==> config.mk <==
export PLATFORM = sky130hd
export DESIGN_NAME = prog_loader_uart
export DESIGN_NICKNAME = d
export VERILOG_FILES = /design/src/rtl/prog_loader_uart.sv
export SDC_FILE = /design/constraint.sdc
export NUM_CORES = 1
export LEC_CHECK = 0
export CAP_MARGIN = 0
export CORE_ASPECT_RATIO = 0.75
export CORE_MARGIN = 3
export CORE_UTILIZATION = 50
export CTS_CLUSTER_DIAMETER = 200
export CTS_CLUSTER_SIZE = 8
export DETAILED_ROUTE_END_ITERATION = 8
export PLACE_DENSITY = 0.73
export SLEW_MARGIN = 20
export SYNTH_ARGS = -nofsm -noshare
export SYNTH_HDL_FRONTEND = slang
export SYNTH_SLANG_ARGS = --single-unit
==> constraint.sdc <==
create_clock -name clk -period 2.3 [get_ports clk]
set_input_delay 0.23 -clock clk [delete_from_list [all_inputs] [get_ports clk]]
set_output_delay 0.23 -clock clk [all_outputs]
set_load 0.05 [all_outputs]
==> src/rtl/prog_loader_uart.sv <==
// prog_loader_uart: UART boot loader that fills program RAM and releases the CPU.
// Ports: clk/rst, rx_in line; ram_addr/ram_data/ram_we writes; cpu_hold, busy, err, byte_cnt status.
module prog_loader_uart #(
  parameter int unsigned CLKS_PER_BIT = 434,
  parameter logic [7:0]  SYNC_BYTE    = 8'hA5
) (
  input  logic       clk,
  input  logic       rst,
  input  logic       rx_in,
  output logic [7:0] ram_addr,
  output logic [7:0] ram_data,
  output logic       ram_we,
  output logic       cpu_hold,
  output logic       busy,
  output logic       err,
  output logic [8:0] byte_cnt
);

  localparam logic [15:0] FULL = 16'(CLKS_PER_BIT - 1);
  localparam logic [15:0] HALF = 16'(CLKS_PER_BIT / 2);

  typedef enum logic [1:0] {R_IDLE, R_START, R_DATA, R_STOP} rstate_e;
  typedef enum logic [2:0] {P_SYNC, P_LEN, P_DATA, P_CSUM, P_RUN} pstate_e;

  rstate_e     r_q, r_d;
  logic        sync1_q, sync2_q, prev_q;
  logic [15:0] cnt_q, cnt_d;
  logic [2:0]  bit_q, bit_d;
  logic [7:0]  shreg_q, shreg_d;
  logic        rx_valid_q, rx_valid_d;
  logic        ferr_q, ferr_d;
  logic        rx_s, tick;

  assign rx_s = sync2_q;
  assign tick = (cnt_q == 16'd0);

  always_ff @(posedge clk) begin
    if (rst) begin
      sync1_q    <= 1'b1;
      sync2_q    <= 1'b1;
      prev_q     <= 1'b1;
      r_q        <= R_IDLE;
      cnt_q      <= '0;
      bit_q      <= '0;
      shreg_q    <= '0;
      rx_valid_q <= 1'b0;
      ferr_q     <= 1'b0;
    end else begin
      sync1_q    <= rx_in;
      sync2_q    <= sync1_q;
      prev_q     <= rx_s;
      r_q        <= r_d;
      cnt_q      <= cnt_d;
      bit_q      <= bit_d;
      shreg_q    <= shreg_d;
      rx_valid_q <= rx_valid_d;
      ferr_q     <= ferr_d;
    end
  end

  // Start needs a falling edge, so a held-low line reports one
  // framing error and then waits for the line to go high again.
  always_comb begin
    r_d        = r_q;
    cnt_d      = tick ? cnt_q : cnt_q - 16'd1;
    bit_d      = bit_q;
    shreg_d    = shreg_q;
    rx_valid_d = 1'b0;
    ferr_d     = 1'b0;
    unique case (r_q)
      R_IDLE: begin
        if (prev_q && !rx_s) begin
          r_d   = R_START;
          cnt_d = HALF;
        end
      end
      R_START: begin
        if (tick) begin
          if (!rx_s) begin
            r_d   = R_DATA;
            cnt_d = FULL;
            bit_d = '0;
          end else begin
            r_d = R_IDLE;
          end
        end
      end
      R_DATA: begin
        if (tick) begin
          shreg_d = {rx_s, shreg_q[7:1]};
          cnt_d   = FULL;
          bit_d   = bit_q + 3'd1;
          if (bit_q == 3'd7) r_d = R_STOP;
        end
      end
      R_STOP: begin
        if (tick) begin
          if (rx_s) rx_valid_d = 1'b1;
          else      ferr_d     = 1'b1;
          r_d = R_IDLE;
        end
      end
      default: r_d = R_IDLE;
    endcase
  end

  pstate_e    p_q, p_d;
  logic [7:0] addr_q, addr_d, data_q, data_d, sum_q, sum_d;
  logic [8:0] len_q, len_d, bcnt_q, bcnt_d;
  logic       we_q, we_d, hold_q, hold_d;
  logic       busy_q, busy_d, err_q, err_d;
  logic       in_pkt;

  assign in_pkt = (p_q == P_LEN) || (p_q == P_DATA) || (p_q == P_CSUM);

  always_ff @(posedge clk) begin
    if (rst) begin
      p_q    <= P_SYNC;
      addr_q <= '0;
      data_q <= '0;
      sum_q  <= '0;
      len_q  <= '0;
      bcnt_q <= '0;
      we_q   <= 1'b0;
      hold_q <= 1'b1;
      busy_q <= 1'b0;
      err_q  <= 1'b0;
    end else begin
      p_q    <= p_d;
      addr_q <= addr_d;
      data_q <= data_d;
      sum_q  <= sum_d;
      len_q  <= len_d;
      bcnt_q <= bcnt_d;
      we_q   <= we_d;
      hold_q <= hold_d;
      busy_q <= busy_d;
      err_q  <= err_d;
    end
  end

  // Address advances the cycle after each strobe.
  always_comb begin
    p_d    = p_q;
    addr_d = we_q ? addr_q + 8'd1 : addr_q;
    data_d = data_q;
    sum_d  = sum_q;
    len_d  = len_q;
    bcnt_d = bcnt_q;
    we_d   = 1'b0;
    hold_d = hold_q;
    busy_d = busy_q;
    err_d  = err_q;
    if (ferr_q) begin
      if (in_pkt) begin
        err_d  = 1'b1;
        busy_d = 1'b0;
        p_d    = P_SYNC;
      end
    end else if (rx_valid_q) begin
      unique case (p_q)
        P_SYNC, P_RUN: begin
          if (shreg_q == SYNC_BYTE) begin
            p_d    = P_LEN;
            err_d  = 1'b0;
            hold_d = 1'b1;
            busy_d = 1'b1;
            addr_d = '0;
            bcnt_d = '0;
            sum_d  = '0;
          end
        end
        P_LEN: begin
          len_d = (shreg_q == 8'd0) ? 9'd256 : {1'b0, shreg_q};
          p_d   = P_DATA;
        end
        P_DATA: begin
          data_d = shreg_q;
          we_d   = 1'b1;
          sum_d  = sum_q + shreg_q;
          bcnt_d = bcnt_q + 9'd1;
          if (bcnt_q + 9'd1 == len_q) p_d = P_CSUM;
        end
        P_CSUM: begin
          busy_d = 1'b0;
          if (shreg_q == sum_q) begin
            p_d    = P_RUN;
            hold_d = 1'b0;
          end else begin
            err_d = 1'b1;
            p_d   = P_SYNC;
          end
        end
        default: p_d = P_SYNC;
      endcase
    end
  end

  assign ram_addr = addr_q;
  assign ram_data = data_q;
  assign ram_we   = we_q;
  assign cpu_hold = hold_q;
  assign busy     = busy_q;
  assign err      = err_q;
  assign byte_cnt = bcnt_q;

endmodule

After elaboration in Yosys (flattened, before gate mapping). Cells that the tools add are included.

Bits in registers: 83. Output and inout bits: 29. Word-level logic and storage cells: 127. Input port bits: 3.

Mux-type cells: 50. Equality and inequality tests: 23. Add/sub/neg operators: 5. Bitwise operators: 4. Reduce and logical (&&, ||, !) cells: 26.

Operators by type and width (number): 16-bit two-way mux (5); 8-bit two-way mux (6); 16-bit case mux with 3 select lines (1); 3-bit two-way mux (9); 9-bit two-way mux (2); 9-bit case mux with 2 select lines (1); 16-bit zero test (1); 8-bit case mux with 2 select lines (1); 4-bit AND reduction (4); 16-bit by 1-bit subtractor with 16-bit output, second input constant (1); 5-bit AND reduction (3); 2-bit != test, second input constant (7); 1-bit two-way mux (13); 2-bit two-way mux (6); 3-bit case mux with 4 select lines (1); 9-bit by 1-bit adder with 9-bit output, second input constant (1); 9-bit == test (1); 8-bit by 1-bit adder with 8-bit output, second input constant (1); 8-bit adder (1); 8-bit == test (1); 8-bit == test, second input constant (1); 8-bit zero test (1); 2-bit case mux with 4 select lines (1); 2-bit nonzero test (4); 22 further kinds (35).

Depth between registers and ports, before layout.
Depth after elaboration: 6. Gate-level depth with buffers: 11. Depth with buffers taken out: 11.

Worst setup path after synthesis. Ideal clock, no wire load.

Path type: reg2reg. Start point: reg shreg_q[2]. End point: reg err_q, in the netlist err. Period minus slack after synthesis: 2.151 ns. Path buffers: 0. Setup time: 0.131 ns. Arrival: 2.020 ns. Cell stages (with the launch flop): 7. Required time: 2.169 ns. Slack: 0.149 ns. Cell sequence: dfxtp_1 > ha_1 > or4_1 > a2111o_1 > a31o_1 > a22oi_2 > o32ai_1.

Cells in the longest elaborated chain, start to end: 3. Elaborated cells on any way between the ends: 5. Classes of those cells: eq/ne: 4; reduce/logical: 1.

Ends and longest elaborated chain: from (decl) (RTL line 29) `logic [7:0] shreg_q, shreg_d;`; from (signal assigned) (RTL line 55) `shreg_q <= shreg_d;`; 8-bit == test, on equally long branches (RTL line 186, 163); 3-bit != test (no line); 5-bit AND reduction (no line) *; to (signal assigned) (RTL line 138) `err_q <= err_d;`; to (decl) (RTL line 111) `logic busy_q, busy_d, err_q, err_d;`.

Mark *: on every way between the ends. The rest lies on a longest branch, timed or not. A chain may end at the register's enable or synchronous reset.

Final worst setup path.
Start point: reg shreg_q[6]. End point: reg err_q, in the netlist err.

The elaborated chain is that of the path after synthesis.

==> qor.yml <==
status: "finished clean"
totalWireLength_mm: 9.79
place_congestion: 0.827
rsz0062_at_grt: "false"
ir_drop_uv: 398
p_comb_share_pct: 26.4
synth_largest_area_cell: "dfxtp_1"
period_needed_ns: 2.16
power_density_nw_per_um2: 755
yosysWarnings: 0
cellLeakagePower_nw: 1.88
syn_avg_cell_area_um2: 8.72
crit_slowest_cell: "or4b_4"
clock_latency_ns: 0.35
hold_violations: 0
grt_pass1_wl_mm: 16.5
area_growth_pct: 17.6
skew_ns: 0.0101
top_level_ports: 32
layout-drive-gt1-share_pct: 12.2
path_class: "flip-flop to flip-flop"
finalSetupTns_ns: 0
utilization_pct: 63.1
die_h_um: 84.4
dieArea_um2: 9330
vias_per_cell: 5.80
cts_made_buffers: 9
crit_buf_inv: 0
clkSinkCount: 83
dr.pass1.iters: 5
setup.worst_path.start_class: "flip-flop"
diodes: 0
p_sw_mw: 1.12
initial_core_util_pct: 53.7
ys_types: 68
p_sw_share_pct: 30.8
cp.required_ns: 2.54
synth_sequential_area_ratio_pct: 40.5
fin_nets: 530
vias: 3592
seqPwrFrac_pct: 45.1
crit_arrival_ns: 2.40
ys.flop_type: "dfxtp_1"
grt_pass1_vias: 3319
gr-total-overflow: 0
hold_slack_ns: 0.161
place_ws_ns: 0.0849
slew_headroom_pct: 64.4
final_common_cell: "dfxtp_1"
layout_setup_ws_ns: 0.135
cp_max_fo: 6
rows: 27
synth_top_area_share_pct: 40.5
setup-violations-final: 0
postCtsSetupRepairBufs: 0
dp_hpwl_mm: 7.07
die_x_um: 111
max_cap_violations: 0
cts_tree: "yes"
synthCells: 470
antenna_found_initial: 0
fillerInstances: 698
clk_path_buf_depth: 2
hp-class: "input pin to flip-flop"
synth.cell_area_um2: 4100
ys_ff_latch: 83
ys_top_cells_by_area: "dfxtp_1 (41%), nor2_1 (5.7%), mux2i_1 (5.1%)"
worst_slew_pin_slew_ns: 0.534
drt_iter0_drc: 246
core-area_um2: 7630
pwr-share-clk_pct: 28.5
wl_per_cell_um: 15.8
period_share_pct: 94.1
cts_root_buffer: "clkbuf_8"
layout_common_cells: "dfxtp_1 (82), nor2_1 (62), nand2_1 (41)"
ctsHtreeMaxLevel: 3
post-route-drc-count: 0
setup.worst_path.end_class: "flip-flop"
slowest_delay_ns: 0.50
port_buffers: 31
cts.clk_slew.worst_paths_ns: 0.08
path_cells: "ha_1, or4b_4, a2111o_1, a31o_1, a22oi_2, o32ai_1"
maxSlewViolCount: 0
fmax_mhz: 462
critPathTopFamily: "compound AO/OA/AOI/OAI gates"
synthesis.nets: 487
async_flop_share_pct: 0
ctsHoldBuffers: 0
grt_max_degree: 28
regArea_um2: 1660
ant_nets: 0
grt.total_usage_pct: 21.4
p_int_mw: 2.52
synth-edff-count: 0
multi_input_area_um2: 2310
==> power groups by stage <==
stage / sequential (mW) / combinational (mW) / clock, mW
after floorplan: 1.64 / 0.677 / 0
final: 1.64 / 0.959 / 1.04
after global placement: 1.66 / 0.893 / 0
after CTS: 1.64 / 0.939 / 1.06
after global routing: 1.66 / 1.06 / 1.12
after detailed placement: 1.67 / 0.933 / 0
==> cell families after synthesis <==
kind of cell / share of synthesized area, %
flip-flops: 40.5
XOR/XNOR: 6.41
AND/OR/NAND/NOR: 23.8
buffers and inverters: 3.54
multiplexers: 5.68
AO/OA/AOI/OAI: 15.6
adder cells (fa/ha/maj): 4.46
==> synth_stat cells (4+ instances only) <==
master,instances
dfxtp_1,83
nor2_1,62
nand2_1,41
a21oi_1,34
mux2i_1,21
xnor2_1,18
clkbuf_1,14
nor3_1,14
ha_1,13
nand3_1,12
o21ai_0,12
xor2_1,12
or3_1,10
a22oi_1,8
inv_1,8
nor2b_1,8
a31oi_1,6
nand4_1,5
or2_2,5
and3_1,4
buf_2,4
or4_1,4
==> per-stage QoR <==
stage | area (um^2) | std cells | power, mW
2_1_floorplan | 4100 | 470 | 2.32
3_3_place_gp | 4610 | 603 | 2.56
3_5_place_dp | 4610 | 603 | 2.60
4_1_cts | 4800 | 619 | 3.64
5_1_grt | 4820 | 619 | 3.83
6_report | 4820 | 619 | 3.64
==> routing by layer <==
layer	wire (um)	track usage, %
met1	4860	30.4
met2	4310	32.9
met3	553	5.76
met4	70	4.47
met5	0	0
==> sequential cells by signal (all words and copies together) (netlist names), 8 cells and up, named ones only <==
signal,flops
ram_addr,8
sum_q,8
ram_data,8
len_q,9
cnt_q,16
byte_cnt,9
shreg_q,8
==> worst register-to-register path: stages (launching register included) <==
cell	delay [ns]
dfxtp_2	0.36
ha_1	0.34
or4b_4	0.50
a2111o_1	0.40
a31o_1	0.25
a22oi_2	0.11
o32ai_1	0.09
==> what timing repair did <==
item                                    CTS  global route
endpoints found under the hold margin     0             0
resized for setup                         0             6
endpoints found under the setup margin    0             2
==> path summary, 6_finish.rpt <==
check	startpoint	endpoint	slack, ns	cells after the start
max	shreg_q[6]$_SDFFE_PP0P_	err$_SDFFE_PP0P_	0.14	6
min	rst	sum_q[0]$_SDFFE_PP0P_	0.16	2
min reg2reg	sync1_q$_SDFF_PP1_	rx_s$_SDFF_PP1_	0.43	1
max reg2reg	shreg_q[6]$_SDFFE_PP0P_	err$_SDFFE_PP0P_	0.14	6
==> layout make-up <==
type	count	area share, %
multi-input cells	354	47.9
flip-flops and latches	83	34.5
repair buffers	56	10.2
clock buffers	12	3.01
well taps	101	2.62
clock inverters	4	1.04
inverters	9	0.701
(Power assumes the default switching activity.)
==> RTL change, RTL diff (config.mk and constraints unchanged) <==
Make the reset (`rst`) asynchronous in 2 clocked blocks.
--- a/src/rtl/prog_loader_uart.sv
+++ b/src/rtl/prog_loader_uart.sv
@@ -34,7 +34,7 @@
   assign rx_s = sync2_q;
   assign tick = (cnt_q == 16'd0);
 
-  always_ff @(posedge clk) begin
+  always_ff @(posedge clk or posedge rst) begin
     if (rst) begin
       sync1_q    <= 1'b1;
       sync2_q    <= 1'b1;
@@ -113,7 +113,7 @@
 
   assign in_pkt = (p_q == P_LEN) || (p_q == P_DATA) || (p_q == P_CSUM);
 
-  always_ff @(posedge clk) begin
+  always_ff @(posedge clk or posedge rst) begin
     if (rst) begin
       p_q    <= P_SYNC;
       addr_q <= '0;
Check against the original RTL: same outputs for any inputs over 10 cycles, from zero or initial values and one cycle with rst high; that may be too few to reach the edited logic, so the function may still have changed.
==> RTL change against the original RTL <==
The flow now finishes with violations (setup timing). Synthesized cell count down 4.0%. Wire length up 5.4%. Synthesized area up 7.3%. Critical path depth down 1. Worst setup slack worse by 0.21 ns. Sequential cell count unchanged. Combinational power down 5.4%. Total power up 8.9%. Final area up 13%.
==> RTL change: results (changes against the original RTL) <==
Crit path max-delay family=simple AND/OR/NAND/NOR gates; Cell variety after synth=59 (-13%); max incr delay on CP=0.54 ns (+0.04 ns); worst setup margin=-0.07051 ns (-0.2060 ns); top post-synthesis cells by area=dfrtp_1, nand2_1, ha_1; Reg power frac=42.7% (-2.4 points); met2 global-route usage=32.57% (-0.30 points); leakage=2.458 nW (+31%); total track usage=22.38% (+0.97 points); Worst-Skew Late Latency=0.33 ns (-0.02 ns); largest net degree at the start of global routing=65 (+130%); clock slew at reported path FFs=0.06 ns (-0.02 ns); # setup viols final=9 (+9); Placement Cell Area=5112 um^2 (+11%); gp weighted congestion=0.8696 (+5.2%); wire length on met2=4.490 mm (+4.3%); vias=3603 (+0.31%); Comb pwr share=22.9% (-3.5 points); sequential share of the synthesized area=47.31% (+6.8 points); first-pass GRT wire length=17.46 mm (+5.8%); Fill cells=657 (-5.9%); 1st-iter DRT viols=294 (+20%); syn nets=468 (-3.9%); status=complete, but fails checks; Max transition margin=63.06% (-1.3 points); Post-synth top cells=dfrtp_1, nand2_1, nor2_1; GR Util met3=5.069% (-0.69 points); CTS Root Cell=clkbuf_16; slowest cell on the critical path=or4_4; Setup Skew=0.003567 ns (-0.006503 ns); failing checks=setup timing
## RTL change: cell types whose count changed after synthesis, moves of 5 or more
cell | before | now
a22oi_1 | 8 | 1
nand2_1 | 41 | 53
a21oi_1 | 34 | 17
mux2_2 | 2 | 10
mux2i_1 | 21 | 2
nor2_1 | 62 | 39
o21ai_0 | 12 | 26
clkbuf_1 | 14 | 20
dfxtp_1 | 83 | 0
or3_1 | 10 | 5
o31ai_1 | 2 | 13
dfrtp_1 | 0 | 79
## RTL change: cells by family after synthesis
logic type,synth area share [%]
simple gates,18.94
compound gates,15.33
flops,47.31
buf+inv,3.924
xor+xnor,5.971
mux,4.379
fa+ha+maj,4.151
## RTL change: repair_timing
action,4_1_cts,5_1_grt
pin swaps,1,3
setup buffers,1,2
resized for setup,4,5
endpoints found under the setup margin,22,25
endpoints found under the hold margin,0,0
## RTL change: final timing paths
check	slack [ns]	from	end	depth (start not counted)
worst max-delay path	-0.07	cnt_q[7]	shreg_q[3]	5
worst min-delay path	0.26	rst	cnt_q[10]	2
worst max register to register	-0.07	cnt_q[7]	shreg_q[3]	5
worst min register to register	0.36	sync1_q	rx_s	0
max in group asynchronous	1.33	rst	cpu_hold	3
min in group clk	0.30	rx_in	sync1_q	1
## RTL change: through the flow
stage / utilization, % / instances / setup slack [ns]
after detailed placement: 62.10 / 604 / -0.1536
after global routing: 66.38 / 623 / -0.08882
after CTS: 65.93 / 621 / -0.06151
after floorplan: - / 451 / -0.2535
final: 66.38 / 623 / -0.07051
after global placement: 62.10 / 604 / -0.1083
## RTL change: layout make-up
class                   instances  area share (%)
clock buffers                  13           4.762
clock inverters                 3          0.4121
inverters                      13           1.053
multi-input cells             330           40.66
flip-flops and latches         83           38.16
well taps                     105           2.404
repair buffers                 76           12.55
